[src/rtl/pc_sequencer.sv]
// ----------------------------------------------------------------------------
// pc_sequencer
//
// Next-PC controller for the 5-stage 16-bit pipeline. It sits beside the PC
// register and decides, every cycle, which address the PC register loads
// (new_pc) and whether it loads at all (pc_write). It arbitrates the redirect
// sources:
//   - EX branch
//   - ID jump / iret
//   - interrupt
//   - halt
//   - hazard stall
//   - instruction-memory wait
// It also drives the pipeline flush lines and keeps the interrupt bookkeeping
// (saved return address, interrupt enable).
//
// All decisions are combinational from the current state and the inputs, so
// the PC register updates at the very edge the decision is made. The only
// storage is the FSM state, a pending redirect target, epc and irq_en.
//
// Ports:
//   clk          in   1   system clock, rising edge
//   reset        in   1   synchronous, active-low reset
//   pc_cur       in  16   current PC (address being fetched this cycle)
//   imem_ready   in   1   instruction memory returns the word for pc_cur
//   stall_req    in   1   load-use stall from the hazard unit
//   br_taken     in   1   branch resolved taken in EX
//   br_target    in  16   branch target
//   jmp          in   1   unconditional jump decoded in ID
//   jmp_target   in  16   jump target
//   iret         in   1   return-from-interrupt decoded in ID
//   halt_req     in   1   HLT decoded in ID
//   irq          in   1   level interrupt request
//   pc_write     out  1   PC register load enable
//   new_pc       out 16   next PC value
//   imem_req     out  1   fetch request
//   flush_if_id  out  1   load a bubble into IF/ID at this edge
//   flush_id_ex  out  1   load a bubble into ID/EX at this edge
//   irq_ack      out  1   one-cycle pulse when the interrupt is taken
//   epc          out 16   saved return address (registered)
//   halted       out  1   high while in the HALT state
// ----------------------------------------------------------------------------
module pc_sequencer #(
  parameter logic [15:0] RESET_VECTOR = 16'h0000,
  parameter logic [15:0] IRQ_VECTOR   = 16'h0010,
  parameter logic [15:0] PC_STEP      = 16'h0001
) (
  input  logic        clk,
  input  logic        reset,
  input  logic [15:0] pc_cur,
  input  logic        imem_ready,
  input  logic        stall_req,
  input  logic        br_taken,
  input  logic [15:0] br_target,
  input  logic        jmp,
  input  logic [15:0] jmp_target,
  input  logic        iret,
  input  logic        halt_req,
  input  logic        irq,
  output logic        pc_write,
  output logic [15:0] new_pc,
  output logic        imem_req,
  output logic        flush_if_id,
  output logic        flush_id_ex,
  output logic        irq_ack,
  output logic [15:0] epc,
  output logic        halted
);

  typedef enum logic [1:0] {
    RUN  = 2'd0,
    PEND = 2'd1,
    HALT = 2'd2
  } state_t;

  // Registered state and next-state values.
  state_t      state_q,       state_d;
  logic [15:0] pend_target_q, pend_target_d;
  logic [15:0] epc_q,         epc_d;
  logic        irq_en_q,      irq_en_d;

  // RUN-state redirect decision (valid only in RUN).
  logic        redirect;
  logic [15:0] target;

  // Sequential fall-through address; 16-bit add wraps FFFF -> 0000.
  logic [15:0] pc_seq;
  assign pc_seq = pc_cur + PC_STEP;

  // The interrupt is only eligible when enabled; shared by RUN and HALT.
  logic irq_take;
  assign irq_take = irq && irq_en_q;

  assign epc = epc_q;

  // --------------------------------------------------------------------------
  // Output and next-state decision
  // --------------------------------------------------------------------------
  always_comb begin
    // Defaults: sequential address, nothing asserted, state held.
    pc_write      = 1'b0;
    new_pc        = pc_seq;
    imem_req      = 1'b0;
    flush_if_id   = 1'b0;
    flush_id_ex   = 1'b0;
    irq_ack       = 1'b0;
    halted        = 1'b0;
    redirect      = 1'b0;
    target        = pc_seq;
    state_d       = state_q;
    pend_target_d = pend_target_q;
    epc_d         = epc_q;
    irq_en_d      = irq_en_q;

    if (!reset) begin
      // Outputs are pinned during reset; the registers are reinitialised by
      // the sequential block, so the next-state values are don't-care here.
      new_pc = RESET_VECTOR;
    end else begin
      case (state_q)
        RUN: begin
          imem_req = 1'b1;
          // Priority chain, highest first. A stall only blocks the ID-stage
          // sources; a taken branch in EX still wins over it.
          if (br_taken) begin
            redirect    = 1'b1;
            target      = br_target;
            flush_if_id = 1'b1;
            flush_id_ex = 1'b1;
          end else if (stall_req) begin
            // Hold PC; the ID instruction re-presents next cycle.
            pc_write = 1'b0;
          end else if (jmp) begin
            redirect    = 1'b1;
            target      = jmp_target;
            flush_if_id = 1'b1;
          end else if (iret) begin
            redirect    = 1'b1;
            target      = epc_q;
            flush_if_id = 1'b1;
            irq_en_d    = 1'b1;
          end else if (halt_req) begin
            // The fetch behind HLT is squashed and the PC frozen.
            flush_if_id = 1'b1;
            pc_write    = 1'b0;
            state_d     = HALT;
          end else if (irq_take) begin
            redirect    = 1'b1;
            target      = IRQ_VECTOR;
            flush_if_id = 1'b1;
            irq_ack     = 1'b1;
            epc_d       = pc_cur;
            irq_en_d    = 1'b0;
          end else begin
            pc_write = imem_ready;
          end

          // A redirect cannot land while the memory is still busy with the
          // current fetch, so the target is parked until imem_ready. The
          // flushes and irq_ack above still fire this cycle.
          if (redirect) begin
            if (imem_ready) begin
              pc_write = 1'b1;
              new_pc   = target;
            end else begin
              pc_write      = 1'b0;
              pend_target_d = target;
              state_d       = PEND;
            end
          end
        end

        PEND: begin
          imem_req    = 1'b1;
          // Whatever arrives for the in-flight fetch is wrong-path.
          flush_if_id = 1'b1;
          // Only a later branch can supersede the parked target; ID-stage
          // requests come from squashed instructions and are ignored.
          if (br_taken) begin
            pend_target_d = br_target;
            flush_id_ex   = 1'b1;
          end
          if (imem_ready) begin
            pc_write = 1'b1;
            new_pc   = br_taken ? br_target : pend_target_q;
            state_d  = RUN;
          end
        end

        HALT: begin
          halted = 1'b1;
          // Only an enabled interrupt wakes the core; otherwise reset is the
          // sole exit.
          if (irq_take) begin
            new_pc   = IRQ_VECTOR;
            pc_write = 1'b1;
            irq_ack  = 1'b1;
            epc_d    = pc_cur;
            irq_en_d = 1'b0;
            state_d  = RUN;
          end
        end

        default: begin
          // Unreachable encoding: recover to RUN.
          state_d = RUN;
        end
      endcase
    end
  end

  // --------------------------------------------------------------------------
  // State registers
  // --------------------------------------------------------------------------
  always_ff @(posedge clk) begin
    if (!reset) begin
      // Any pending redirect or halt is discarded.
      state_q       <= RUN;
      pend_target_q <= 16'h0000;
      epc_q         <= 16'h0000;
      irq_en_q      <= 1'b1;
    end else begin
      state_q       <= state_d;
      pend_target_q <= pend_target_d;
      epc_q         <= epc_d;
      irq_en_q      <= irq_en_d;
    end
  end

endmodule

[config.mk]
export PLATFORM = sky130hd
export DESIGN_NAME = pc_sequencer
export DESIGN_NICKNAME = d
export VERILOG_FILES = /design/src/rtl/pc_sequencer.sv
export SDC_FILE = /design/constraint.sdc
export NUM_CORES = 1
export LEC_CHECK = 0
export ABC_CLOCK_PERIOD_IN_PS = 2700
export CAP_MARGIN = 15
export CORE_MARGIN = 8
export CORE_UTILIZATION = 35
export CTS_CLUSTER_SIZE = 28
export DETAILED_ROUTE_END_ITERATION = 8
export GPL_TIMING_DRIVEN = 0
export PLACE_DENSITY_LB_ADDON = 0.25
export SYNTH_ARGS = -nofsm -noshare
export SYNTH_HDL_FRONTEND = slang
export SYNTH_SLANG_ARGS = --single-unit
[constraint.sdc]
create_clock -name clk -period 2.7 [get_ports clk]
set_clock_uncertainty 0.15 [all_clocks]
set_input_delay 0.54 -clock clk [delete_from_list [all_inputs] [get_ports clk]]
set_output_delay 0.54 -clock clk [all_outputs]
set_load 0.01 [all_outputs]
After elaboration in Yosys (flattened, before gate mapping)
Index checks and enable logic that the tools add are counted.

Word-level logic and storage cells: 103. Input bits: 57. Memory bits (read-only): 0. Output and inout port bits: 38. Latch bits: 0. Memories kept: 0. Bits in writable memories: 0. Bits in registers: 35.

Equality and inequality tests: 12. Magnitude comparators: 0. Bitwise logic cells: 0. Add/subtract/negate cells: 1. $mul: 0. Div/mod/pow operators: 0. Mux-type cells: 77. Reductions and logical operators: 9. Shift operators: 0.

Operators by type and width (number): 16-bit 2-to-1 mux (19); 16-bit one-hot mux with 2 select lines (2); 16-bit one-hot mux with 3 select lines (1); 1-bit 2-to-1 mux (41); 2-bit 2-to-1 mux (9); 16-bit by 1-bit adder with 16-bit output (second input constant) (1); 2-bit inequality test (second input constant) (8); 1-bit one-hot mux with 2 select lines (3); 2-bit one-hot mux with 3 select lines (1); 6-bit AND reduction (1); 5-bit AND reduction (1); 2-bit nonzero test (2); 3-bit inequality test (second input constant) (1); 1-bit one-hot mux with 3 select lines (1); 3-bit AND reduction (1); 2-bit by 1-bit == test with 1-bit output (second input constant) (1); 2-bit == test (second input constant) (1); 2-bit logical NOT (1); 2-bit by 1-bit inequality test with 1-bit output (second input constant) (1); 2-bit AND reduction (1); 2-bit OR reduction (1); 1-bit logical AND (1).

Logic depth before layout (Yosys ltp)
Gate-level depths: netlist of the first run.

Word-level depth: 12. Gate-level depth with buffers: 8. Gate-level depth less buffers: 6.

Worst setup path after synthesis of the first run
Ideal clock, no wire load.

Kind: input -> output. Start point: input pc_cur[0]. End point: output new_pc[10]. Arrival time: 1.878 ns. Cell stages on the path: 6. Slack: 0.132 ns. Path buffers: 0. Data required time: 2.010 ns. Path through: ha_1 nand3_4 or4_4 and2_1 o221a_1 o22ai_2.

Longest elaborated chain between the ends: 11. Elaborated cells between the ends (all ways): 12. Classes of those cells: add/sub (1); mux (11).

Ends and longest elaborated chain: start: declaration (RTL line 50) `input logic [15:0] pc_cur,`; 16-bit by 1-bit adder with 16-bit output (*) (RTL line 88) `assign pc_seq = pc_cur + PC_STEP;`; 16-bit 2-to-1 mux (RTL line 147, 194); 16-bit 2-to-1 mux (RTL line 142) `end else if (halt_req) begin`; 16-bit 2-to-1 mux (RTL line 137) `end else if (iret) begin`; 16-bit 2-to-1 mux (RTL line 133) `end else if (jmp) begin`; 16-bit 2-to-1 mux (RTL line 130) `end else if (stall_req) begin`; 16-bit 2-to-1 mux (RTL line 125) `if (br_taken) begin`; 16-bit 2-to-1 mux (RTL line 162) `if (imem_ready) begin`; 16-bit 2-to-1 mux (RTL line 161) `if (redirect) begin`; 16-bit one-hot mux with 3 select lines (*) (RTL line 120) `case (state_q)`; 16-bit 2-to-1 mux (*) (RTL line 115) `if (!reset) begin`; end: declaration (RTL line 61) `output logic [15:0] new_pc,`.

Mark *: on every way between the ends. The rest lies on a longest branch, timed or not.

Worst setup path after layout of the first run
Start point: input pc_cur[3]. End point: output new_pc[15].

Same word-level chain as after synthesis.

==> results of run 1 <==
-- Yosys cell counts (all sizes together) (3+ instances only) --
library cell  instances  area share (%)
a211oi                3            0.75
a21oi                29             4.9
a221oi                3            0.87
a22oi                 9             2.2
a311oi                3             1.1
a31oi                 7             1.5
a32oi                 4             1.2
and2                  5             1.0
buf                  15             2.7
clkbuf               15             1.9
dfxtp                35              23
inv                  14             1.7
mux2                  3             1.1
mux2i                19             6.3
nand2                46             5.7
nand2b                9             1.9
nand3                21             4.1
nand3b                4             1.0
nor2                 46             5.7
nor2b                 6             1.2
nor3                  8             1.5
nor4                  4             1.0
o211ai                5             1.2
o21ai                30             5.0
o221ai                6             1.7
o22ai                 6             1.5
o31ai                 6             1.5
xnor2                 7             2.0
xor2                  5             1.5
-- how the worst max path moves through the flow --
stage                         start         end  slack, ns  cells after the start
after detailed placement        jmp  new_pc[11]      -1.32                      8
after CTS                 stall_req  new_pc[11]      -0.01                      8
after floorplan           pc_cur[0]  new_pc[10]       0.13                      6
final                     pc_cur[3]  new_pc[15]      -0.03                      8
after global placement     br_taken   new_pc[9]      -1.36                      8
after global routing      pc_cur[3]  new_pc[15]      -0.14                      8
-- tightest hold or removal path, stage by stage (launching register included) --
cell and delay, ns:
dfxtp_1 0.32, nand3_1 0.06, nand2_1 0.05
-- where the power goes --
| part | leakage, nW | switching (mW) | internal, mW |
|---|---|---|---|
| Combinational | 1.53 | 0.366 | 0.298 |
| Clock | 0.0581 | 0.244 | 0.276 |
| Sequential | 0.286 | 0.0165 | 0.543 |
-- final cells by class --
cell class	instances	area, sq um
plain buffers	29	251
clock buffers	5	68.8
inverters	14	57.6
multi-input cells	335	2480
well taps	108	135
clock inverters	3	43.8
repair buffers	128	1150
flip-flops and latches	35	706
fillers	823	3650
-- state kept, by name, summed over array words and instances, names as in the netlist --
signal / count
irq_en_q: 1
epc: 16
pend_target_q: 16
state_q: 2
-- what timing repair did --
action / in CTS / in global routing
endpoints found under the setup margin: 22 / 19
hold endpoints to repair: 0 / 0
pin swaps: 34 / 18
setup buffers: 30 / 5
resized for setup: 253 / 46
-- kinds of logic (layout without fill, tap and decap cells) --
kind of cell	count (synthesis)	in the layout	share of synthesized area [%]
DFF	35	35	23.2
AOI/OAI and AO/OA	137	137	31.4
adders and majority gates	1	1	0.415
and+or+nand+nor	163	163	27.8
muxes	22	22	7.43
xor gates and xnor gates	12	12	3.49
buffers and inverters	44	179	6.27
-- metrics by stage --
step | TNS, ns | setup WS (ns) | instances
floorplan | 0 | 0.132 | 414
global placement | -23.19 | -1.36 | 615
detailed placement | -23.06 | -1.32 | 615
CTS | -0.0117 | -0.0117 | 652
global route | -0.310 | -0.137 | 657
finish | -0.0291 | -0.0291 | 657
-- metal layers --
metal	up-vias	part of all wire (%)	GRT usage [%]
met5	-	0	0
li1	1813	-	-
met4	0	2.4	8.11
met3	32	8.7	6.86
met2	205	47	39.1
met1	1847	42	30.8
==> flow_metrics.env, run 1 <==
export IMPL_synth_edf_count=0
export IMPL_async_reset_ff_share_pct=0
export IMPL_yosys_warnings=0
export IMPL_numCtsBuffers=5
export IMPL_num_vias=3897
export IMPL_post_dp_hpwl_microns=10500
export IMPL_grt_setup_unrepaired="yes"
export IMPL_track_usage_pct=24.4
export IMPL_setup_slack_ns=-0.0291
export IMPL_cp_arrival_ns=2.04
export IMPL_path_buf_inv=3
export IMPL_fin_crit_sh_pct=101
export IMPL_via_per_inst=5.93
export IMPL_cts_sinks=35
export IMPL_holdPathStages=2
export IMPL_relSlewSlack_pct=55.9
export IMPL_synthCells=414
export IMPL_reg2regPathDepth=7
export IMPL_wl_per_cell_microns=22.2
export IMPL_run_status="finished with violations"
export IMPL_worst_pin_slew_ns=0.661
export IMPL_ff2ff_setup_slack_ns=0.41
export IMPL_drive_gt1_share_pct=31.1
export IMPL_critical_path_required_ns=2.01
export IMPL_period_minus_slack_ns=2.73
export IMPL_drt_pass1_iter_count=4
export IMPL_totalWireLength_microns=14600
export IMPL_worstSetupEndpointType="output port"
export IMPL_final_util_pct=57.3
export IMPL_coreArea_sq_um=8550
export IMPL_clockBufferDepth=2
export IMPL_root_buffer="clkbuf_8"
export IMPL_start_util_pct=35.3
export IMPL_dieArea_sq_um=11800
export IMPL_ys_ff_latch=35
export IMPL_slowest_delay_ns=0.28
export IMPL_cts_tree="built"
export IMPL_finalSetupViolCount=1
export IMPL_first_global_vias=3912
export IMPL_clock_latency_ns=0.30
export IMPL_syn_avg_cell_area_sq_um=7.28
export IMPL_hold_violations=0
export IMPL_synth_cell_type_count=72
export IMPL_synth_flop_cell="dfxtp_1"
export IMPL_stdcell_area_sq_um=4900
export IMPL_hold_start="pend_target_q[13]"
export IMPL_drt_iter0_drc=354
export IMPL_crit_chain="buf_6 -> nand4_1 -> buf_4 -> or2_1 -> nor4_4 -> xnor2_1 -> o21ai_1 -> buf_2"
export IMPL_peakVddDrop_mv=0.199
export IMPL_hp_class="flop to flop"
export IMPL_hold_ws_ns=0.320
export IMPL_ios=95
export IMPL_timing_rr_end="pend_target_q[15]"
export IMPL_fp_dieH_microns=109
export IMPL_cp_top_family="simple AND/OR/NAND/NOR gates"
export IMPL_synth_fp_nets=472
export IMPL_layout_commonest_cell="clkdlybuf4s50_1"
export IMPL_rows=34
export IMPL_p_leak_nw=1.88
export IMPL_die_w_microns=109
export IMPL_cp_slowest_cell="or2_1"
export IMPL_cp_max_fo=4
export IMPL_worstReg2RegStart="state_q[0]"
export IMPL_seq_area_frac_synth_pct=23.2
export IMPL_antenna_left=0
export IMPL_place_congestion=0.938
export IMPL_grt_pass1_wl_microns=22400
export IMPL_antenna_found_initial=0
export IMPL_maxCapViolCount=0
export IMPL_crit_type="input pin to output port"
export IMPL_portBuffers=93
export IMPL_cts_max_level=2
export IMPL_critPathLaunchType="input pin"
export IMPL_layout_nets=606
export IMPL_mostFrequentLayoutCells="clkdlybuf4s50_1 (50), nand2_1 (43), nor2_1 (41)"
export IMPL_n_antenna_cell=0
export IMPL_max_freq_mhz=366
export IMPL_ctsHoldBuffers=0
export IMPL_grt_max_degree=13
export IMPL_holdPathEnd="pend_target_q[13]"
export IMPL_syn_area_sq_um=3010
export IMPL_drc_errors=0
export IMPL_failed_checks="negative setup slack"
export IMPL_clkSlewWorstSetupHoldPaths_ns=0.09
export IMPL_areaGrowthSynthToFinish_pct=62.4
export IMPL_grt_overflow=0
export IMPL_placed_area_sq_um=4080
export IMPL_total_power_mw=1.74
export IMPL_power_density_nw_per_um2=356
export IMPL_drv_slew=0
No activity file was read; power rests on OpenSTA's default activity.
==> run 2, diff against run 1 <==
SETUP_SLACK_MARGIN = 0.02   (was not set)
==> flow_metrics.env, run 2 (synthesis gave the netlist of run 1 again) <==
export IMPL_start_util_pct=35.3
export IMPL_drt_iter0_drc=277
export IMPL_coreArea_sq_um=8550
export IMPL_worstReg2RegStart="state_q[0]"
export IMPL_p_leak_nw=1.93
export IMPL_worstSetupEndpointType="output port"
export IMPL_fin_crit_sh_pct=99.3
export IMPL_portBuffers=93
export IMPL_swShare_pct=35.6
export IMPL_areaGrowthSynthToFinish_pct=66.3
export IMPL_dieArea_sq_um=11800
export IMPL_clkPwrFrac_pct=29.4
export IMPL_root_buffer="clkbuf_8"
export IMPL_clkSlewWorstSetupHoldPaths_ns=0.09
export IMPL_track_usage_pct=24.3
export IMPL_first_global_vias=3928
export IMPL_num_vias=3971
export IMPL_clockBufferDepth=2
export IMPL_mostFrequentLayoutCells="clkdlybuf4s50_1 (49), buf_4 (44), nand2_1 (42)"
export IMPL_crit_type="input pin to output port"
export IMPL_power_density_nw_per_um2=351
export IMPL_cp_max_fo=4
export IMPL_ios=95
export IMPL_critical_path_required_ns=2.01
export IMPL_wl_per_cell_microns=22.1
export IMPL_die_w_microns=109
export IMPL_grt_overflow=0
export IMPL_hold_ws_ns=0.315
export IMPL_grt_max_degree=13
export IMPL_antenna_left=0
export IMPL_relSlewSlack_pct=55.9
export IMPL_grt_setup_unrepaired="yes"
export IMPL_combPwrFrac_pct=38.8
export IMPL_antenna_found_initial=0
export IMPL_fp_dieH_microns=109
export IMPL_numCtsBuffers=5
export IMPL_drc_errors=0
export IMPL_run_status="finished, final reports clean"
export IMPL_cts_tree="built"
export IMPL_layout_nets=615
export IMPL_hold_start="pend_target_q[13]"
export IMPL_via_per_inst=5.96
export IMPL_critPathLaunchType="input pin"
export IMPL_startpoint="pc_cur[3]"
export IMPL_period_minus_slack_ns=2.68
export IMPL_rows=34
export IMPL_drt_pass1_iter_count=4
export IMPL_n_antenna_cell=0
export IMPL_internal_power_mw=1.13
export IMPL_total_power_mw=1.76
export IMPL_finalSetupViolCount=0
export IMPL_max_freq_mhz=373
export IMPL_clock_latency_ns=0.30
export IMPL_maxCapViolCount=0
export IMPL_drive_gt1_share_pct=32.4
export IMPL_ctsHoldBuffers=0
export IMPL_drv_slew=0
export IMPL_cp_arrival_ns=1.99
export IMPL_seq_power_share_pct=31.8
export IMPL_peakVddDrop_mv=0.198
export IMPL_place_congestion=0.938
export IMPL_totalWireLength_microns=14700
export IMPL_worst_pin_slew_ns=0.662
export IMPL_p_sw_mw=0.626
export IMPL_cts_sinks=35
export IMPL_grt_pass1_wl_microns=22300
export IMPL_cts_max_level=2
export IMPL_hold_violations=0
export IMPL_hp_class="flop to flop"
export IMPL_post_dp_hpwl_microns=10500
export IMPL_layout_commonest_cell="clkdlybuf4s50_1"
[run 2: final cells by class]
type / count / area (sq um)
Sequential cell: 35 / 706
Fill cell: 808 / 3540
Clock inverter: 3 / 43.8
Tap cell: 108 / 135
Timing Repair Buffer: 137 / 1250
Clock buffer: 5 / 68.8
Buffer: 29 / 269
Multi-Input combinational cell: 335 / 2480
Inverter: 14 / 57.6
[run 2: metal layers]
metal  track usage (%)  part of all wire, %
met1              30.9                   42
met2              38.8                   47
met3              6.26                  8.9
met4              8.99                  2.6
met5                 0                    0
[run 2: power by group through the flow]
stage	clock network, mW	logic, mW	registers (mW)
finish	0.516	0.682	0.559
global route	0.540	0.721	0.562
CTS	0.513	0.635	0.559
detailed placement	0	0.546	0.570
global placement	0	0.547	0.570
floorplan	0	0.283	0.568
[run 2: final timing paths]
check,endpoint,slack (ns),depth (start not counted)
worst max-delay path,new_pc[15],0.02,8
worst min-delay path,pend_target_q[13],0.31,2
worst max register to register,pend_target_q[15],0.39,7
worst min register to register,pend_target_q[13],0.31,2
[run 2: stage by stage]
step / area (sq um) / setup TNS, ns / utilization [%] / setup WS (ns) / instances
3_3_place_gp: 4080 / -23.19 / 47.7 / -1.36 / 615
4_1_cts: 4820 / 0 / 56.4 / 0.00581 / 656
2_1_floorplan: 3010 / 0 / - / 0.132 / 414
5_1_grt: 5010 / -0.0481 / 58.6 / -0.0286 / 666
3_5_place_dp: 4080 / -23.06 / 47.7 / -1.32 / 615
6_report: 5010 / 0 / 58.6 / 0.0177 / 666
[run 2: critical path, cell delays in order]
cell and delay (ns):
buf_8 0.09, nand4_1 0.14, buf_4 0.20, or2_1 0.27
nor4_4 0.26, xnor2_1 0.22, o21ai_1 0.13, buf_2 0.15
[run 2: timing repair]
| item | 4_1_cts | 5_1_grt |
|---|---|---|
| resized for setup | 268 | 48 |
| endpoints found under the setup margin | 22 | 19 |
| setup buffers | 34 | 10 |
| pin swaps | 37 | 19 |
